$ cat src/rtl/vga_timing.sv
// Free-running 1024x768@60 raster timing generator: pixel/line counters, sync and blanking
// flags, line/frame markers and a completed-frame counter, all registered together.

package vga_pkg;
   localparam int HBLANK_START = 1024;
   localparam int HBLANK_STOP  = 1344;
   localparam int HSYNC_START  = 1048;
   localparam int HSYNC_STOP   = 1184;
   localparam int VBLANK_START = 768;
   localparam int VBLANK_STOP  = 806;
   localparam int VSYNC_START  = 771;
   localparam int VSYNC_STOP   = 777;
endpackage

module vga_timing #(
   parameter int H_ACTIVE   = vga_pkg::HBLANK_START,
   parameter int H_TOTAL    = vga_pkg::HBLANK_STOP,
   parameter int H_SYNC_ON  = vga_pkg::HSYNC_START,
   parameter int H_SYNC_OFF = vga_pkg::HSYNC_STOP,
   parameter int V_ACTIVE   = vga_pkg::VBLANK_START,
   parameter int V_TOTAL    = vga_pkg::VBLANK_STOP,
   parameter int V_SYNC_ON  = vga_pkg::VSYNC_START,
   parameter int V_SYNC_OFF = vga_pkg::VSYNC_STOP,
   parameter int CNT_W      = 11,
   parameter int FRAME_W    = 16
) (
   input  logic               clk,
   input  logic               rst,
   input  logic               en,
   output logic [CNT_W-1:0]   hcount,
   output logic [CNT_W-1:0]   vcount,
   output logic               hsync,
   output logic               vsync,
   output logic               hblnk,
   output logic               vblnk,
   output logic               line_start,
   output logic               frame_start,
   output logic [FRAME_W-1:0] frame_cnt
);

   localparam logic [CNT_W-1:0] H_LAST   = CNT_W'(H_TOTAL - 1);
   localparam logic [CNT_W-1:0] V_LAST   = CNT_W'(V_TOTAL - 1);
   localparam logic [CNT_W-1:0] H_ACT_C  = CNT_W'(H_ACTIVE);
   localparam logic [CNT_W-1:0] V_ACT_C  = CNT_W'(V_ACTIVE);
   localparam logic [CNT_W-1:0] HS_ON_C  = CNT_W'(H_SYNC_ON);
   localparam logic [CNT_W-1:0] HS_OFF_C = CNT_W'(H_SYNC_OFF);
   localparam logic [CNT_W-1:0] VS_ON_C  = CNT_W'(V_SYNC_ON);
   localparam logic [CNT_W-1:0] VS_OFF_C = CNT_W'(V_SYNC_OFF);

   generate
      if (!(H_ACTIVE < H_SYNC_ON && H_SYNC_ON < H_SYNC_OFF && H_SYNC_OFF <= H_TOTAL)) begin : g_bad_h
         $error("vga_timing: horizontal timing parameters out of order");
      end
      if (!(V_ACTIVE < V_SYNC_ON && V_SYNC_ON < V_SYNC_OFF && V_SYNC_OFF <= V_TOTAL)) begin : g_bad_v
         $error("vga_timing: vertical timing parameters out of order");
      end
      if (H_TOTAL >= (1 << CNT_W) || V_TOTAL >= (1 << CNT_W)) begin : g_bad_w
         $error("vga_timing: CNT_W too narrow for H_TOTAL/V_TOTAL");
      end
   endgenerate

   logic [CNT_W-1:0]   hcount_next;
   logic [CNT_W-1:0]   vcount_next;
   logic [FRAME_W-1:0] frame_cnt_next;
   logic               hsync_next;
   logic               vsync_next;
   logic               hblnk_next;
   logic               vblnk_next;
   logic               line_start_next;
   logic               frame_start_next;

   always_comb begin
      hcount_next    = hcount;
      vcount_next    = vcount;
      frame_cnt_next = frame_cnt;
      if (en) begin
         if (hcount == H_LAST) begin
            hcount_next = '0;
            if (vcount == V_LAST) begin
               vcount_next    = '0;
               frame_cnt_next = frame_cnt + FRAME_W'(1);
            end else begin
               vcount_next = vcount + CNT_W'(1);
            end
         end else begin
            hcount_next = hcount + CNT_W'(1);
         end
      end
   end

   // Flags decode the next-state counters so they land in the same register stage.
   always_comb begin
      hsync_next       = (hcount_next >= HS_ON_C) && (hcount_next < HS_OFF_C);
      vsync_next       = (vcount_next >= VS_ON_C) && (vcount_next < VS_OFF_C);
      hblnk_next       = (hcount_next >= H_ACT_C);
      vblnk_next       = (vcount_next >= V_ACT_C);
      line_start_next  = (hcount_next == '0);
      frame_start_next = (hcount_next == '0) && (vcount_next == '0);
   end

   always_ff @(posedge clk or posedge rst) begin
      if (rst) begin
         hcount      <= '0;
         vcount      <= '0;
         frame_cnt   <= '0;
         hsync       <= 1'b0;
         vsync       <= 1'b0;
         hblnk       <= 1'b0;
         vblnk       <= 1'b0;
         line_start  <= 1'b1;
         frame_start <= 1'b1;
      end else begin
         hcount      <= hcount_next;
         vcount      <= vcount_next;
         frame_cnt   <= frame_cnt_next;
         hsync       <= hsync_next;
         vsync       <= vsync_next;
         hblnk       <= hblnk_next;
         vblnk       <= vblnk_next;
         line_start  <= line_start_next;
         frame_start <= frame_start_next;
      end
   end

endmodule

$ cat config.mk
export PLATFORM = sky130hd
export DESIGN_NAME = vga_timing
export DESIGN_NICKNAME = d
export VERILOG_FILES = /design/src/rtl/vga_timing.sv
export SDC_FILE = /design/constraint.sdc
export NUM_CORES = 1
export LEC_CHECK = 0
export BUFFER_PORTS_ARGS = -buffer_cell sky130_fd_sc_hd__buf_2
export CAP_MARGIN = 10
export CORE_MARGIN = 10
export CORE_UTILIZATION = 30
export CTS_CLUSTER_DIAMETER = 60
export DETAILED_ROUTE_END_ITERATION = 10
export PLACE_DENSITY_LB_ADDON = 0.08
export SETUP_SLACK_MARGIN = 0.3
export SLEW_MARGIN = 20
export SYNTH_ARGS = -nofsm -noshare
export SYNTH_HDL_FRONTEND = slang
export SYNTH_SLANG_ARGS = --single-unit
$ cat constraint.sdc
create_clock -name clk -period 2.81 [get_ports clk]
set_input_delay 0.562 -clock clk [delete_from_list [all_inputs] [get_ports clk]]
set_output_delay 0.562 -clock clk [all_outputs]
set_load 0.02 [all_outputs]
==> flow_summary.toml <==
[global_route]
grt_usage_pct = 10.4
gr-total-overflow = 0
grt_pass1_vias = 1860
grt_antenna_before_repair = 0
grt_max_degree = 19
grt_first_pass_wirelength_um = 9780

[drt]
vias_per_cell = 4.84
drtAntennaViolNets = 0
wl_per_cell_um = 15.4
firstDrtPassIters = 4
via_count = 1847
drc = 0
drt-total-wl_um = 5880
drt_iter0_drc = 56

[clock_tree]
cts_sinks = 44
cts-buffers-inserted = 5
clk_latency_ns = 0.30
htreeDepth = 2
tritoncts = "done"
clk_path_buf_depth = 2
root_buffer = "clkbuf_8"
path_clk_slew_ns = 0.09

[critical_path]
critPathCaptureType = "register"
max_stage_delay_ns = 0.47
start_kind = "register"
cp.arrival_ns = 2.54
cpMaxStageDelayCell = "dfrtp_1"
cp_num_buf_inv = 1
critPathKind = "reg -> reg"
critPathTopFamily = "simple AND/OR/NAND/NOR gates"
cp_cell_sequence = "ha_1 -> and2_2 -> nand4_1 -> buf_4 -> o31a_1 -> nor3_1 -> nand4b_1 -> nor4_2"
cp_max_fo = 8
worstPathRequired_ns = 3.02

[timing]
worstMarginPinSlew_ns = 0.423
period_needed_ns = 2.33
setup_tns_ns = 0
fin_crit_sh_pct = 82.9
rsz0062_at_grt = "no"
slew_headroom_pct = 71.4
maxSlewViolCount = 0
finalSetupViolations = 0
clock_skew_ns = 0.0103
fin_ws_ns = 0.480
max_clock_freq_ghz = 0.429
hold_viol_final = 0

[final_layout]
drive_gt1_share_pct = 28.3
filler_cell_count = 774
final_nets = 289
antennaDiodeCount = 0
area_delta_synth_final_pct = 20.9

[synth]
synth_top_area_share_pct = 45.7
synthCells = 230
yosys_warnings = 0
ys_seq_area_share_pct = 48.0
synthTopCellsByArea = "dfrtp_1, xnor2_1, nand4_1, nand2_1, nor2_1"
synth_edf_count = 0
yosysUniqueCellTypes = 44
ys.flop_type = "dfrtp_1"
syn_area_sq_mm = 0.00230
syn_avg_cell_area_sq_um = 9.99
yosys.area.top_type = "dfrtp_1"
syn-num-nets = 237
synthArstFlopShare_pct = 100
ys_ff_latch = 44

[pwr]
switching_share_pct = 35.2
power.switching_w = 0.000551
combPwrFrac_pct = 23.9
p_int_w = 0.00102
p_leak_nw = 1.38
seq_power_share_pct = 50.6
clkPwrFrac_pct = 25.5
powerDensity_mw_per_mm2 = 564
ir_drop_uv = 331

[floorplan]
die_h_um = 108
fp.dieArea_sq_mm = 0.0116
core_area_sq_mm = 0.00737
rows = 31
io_pins = 47
dieWidth_um = 108
start_util_pct = 31.2

[status]
status = "finished clean"

[placement]
gp_congestion = 0.800
pre_cts_slack_ns = 0.238
dp_hpwl_um = 4460
port_buffers = 46

[worst_hold_path]
worst_hold_path_type = "in -> async"

[run]
drv_cap = 0
==> area by class of cell <==
type | count | area, sq um | area share (%)
multi-input combinational | 166 | 1130 | 40.7
clock inverter | 2 | 12.5 | 0.450
inverter | 11 | 41.3 | 1.49
tap | 99 | 124 | 4.46
sequential | 44 | 1110 | 39.8
timing repair buffer | 54 | 290 | 10.4
clock buffer | 6 | 72.6 | 2.61
==> power groups by stage <==
stage          logic (W)  clock network (W)  registers, W
2_1_floorplan   0.000247                  0      0.000816
3_3_place_gp    0.000387                  0      0.000802
3_5_place_dp    0.000379                  0      0.000802
4_1_cts         0.000382           0.000423      0.000788
5_1_grt         0.000420           0.000444      0.000810
6_report        0.000375           0.000400      0.000793
==> worst reg2reg max path, cell delays in order (launching register included) <==
cell and delay [ns]:
dfrtp_1 0.47, ha_1 0.22, and2_2 0.23, nand4_1 0.10, buf_4 0.18, o31a_1 0.31
nor3_1 0.24, nand4b_1 0.20, nor4_2 0.29
==> routing by layer <==
metal | up-vias | global-route usage, % | part of all wire [%]
met3 | 7 | 3.17 | 5.0
met4 | 0 | 3.15 | 1.1
li1 | 925 | - | -
met5 | - | 0 | 0
met2 | 40 | 16.2 | 44
met1 | 875 | 13.6 | 50
==> synth_stat cells (all sizes together) (3+ instances only) <==
cell,count
a31oi,3
nor3,8
ha,4
clkbuf,3
nor4,7
xnor2,19
buf,6
nand3,5
nand4,14
dfrtp,42
mux2i,5
and2,3
or3,3
nor2,20
nand2,20
o21ai,9
and4,4
xor2,8
a21oi,5
inv,11
nand2b,3
and3,7
==> cell families after synthesis <==
family | share of synthesized area (%)
XOR/XNOR | 10.3
adder cells (fa/ha/maj) | 2.18
buffers and inverters | 3.70
AND/OR/NAND/NOR | 26.2
flip-flops | 48.0
AO/OA/AOI/OAI | 6.97
multiplexers | 2.67
==> sequential cells by signal, indices dropped and copies added, names as in the netlist <==
signal,count
frame_cnt,16
frame_start,1
hblnk,1
hcount,11
hsync,1
line_start,1
vblnk,1
vcount,11
vsync,1
==> final timing paths <==
check	start	endpoint	slack, ns	depth (start not counted)
max	hcount[1]$_DFF_PP0_	frame_start$_DFF_PP1_	0.48	8
min	rst	hcount[5]$_DFF_PP0_	0.22	2
max reg2reg	hcount[1]$_DFF_PP0_	frame_start$_DFF_PP1_	0.48	8
min reg2reg	frame_cnt[15]$_DFFE_PP0P_	frame_cnt[15]$_DFFE_PP0P_	0.47	1
max in group asynchronous	rst	frame_start$_DFF_PP1_	1.94	3
min in group clk	frame_cnt[15]$_DFFE_PP0P_	frame_cnt[15]$_DFFE_PP0P_	0.47	1
==> layout by cell type, fill, tap and decap left out, types with 6 or more instances in the layout <==
| master | Yosys | layout |
|---|---|---|
| nand2_1 | 20 | 20 |
| nor2_1 | 20 | 20 |
| nand4_1 | 13 | 13 |
| inv_1 | 11 | 10 |
| xnor2_1 | 19 | 19 |
| dfrtp_1 | 42 | 39 |
| and3_1 | 6 | 6 |
| xor2_1 | 8 | 8 |
| nor3_1 | 7 | 7 |
| buf_2 | 5 | 46 |
| o21ai_0 | 8 | 8 |
| buf_4 | 1 | 8 |
==> stage by stage <==
step                      std cells  area [sq um]  total power [W]  util [%]  hold WS [ns]
after floorplan                 230          2300          0.00106         -         0.582
after global placement          373          2660          0.00119      36.1         0.460
after detailed placement        373          2660          0.00118      36.1         0.459
after CTS                       382          2760          0.00159      37.5         0.238
after global routing            382          2780          0.00167      37.7         0.249
final                           382          2780          0.00157      37.7         0.225
==> repair_timing <==
| item | in CTS | in global routing |
|---|---|---|
| gates cloned | 0 | 0 |
| pin swaps | 1 | 1 |
| setup buffers | 1 | 0 |
| hold endpoints to repair | 0 | 0 |
| setup endpoints to repair | 1 | 5 |
| resized for setup | 1 | 7 |
| hold buffers | 0 | 0 |
Note: power is estimated with default switching activity, not from simulation.
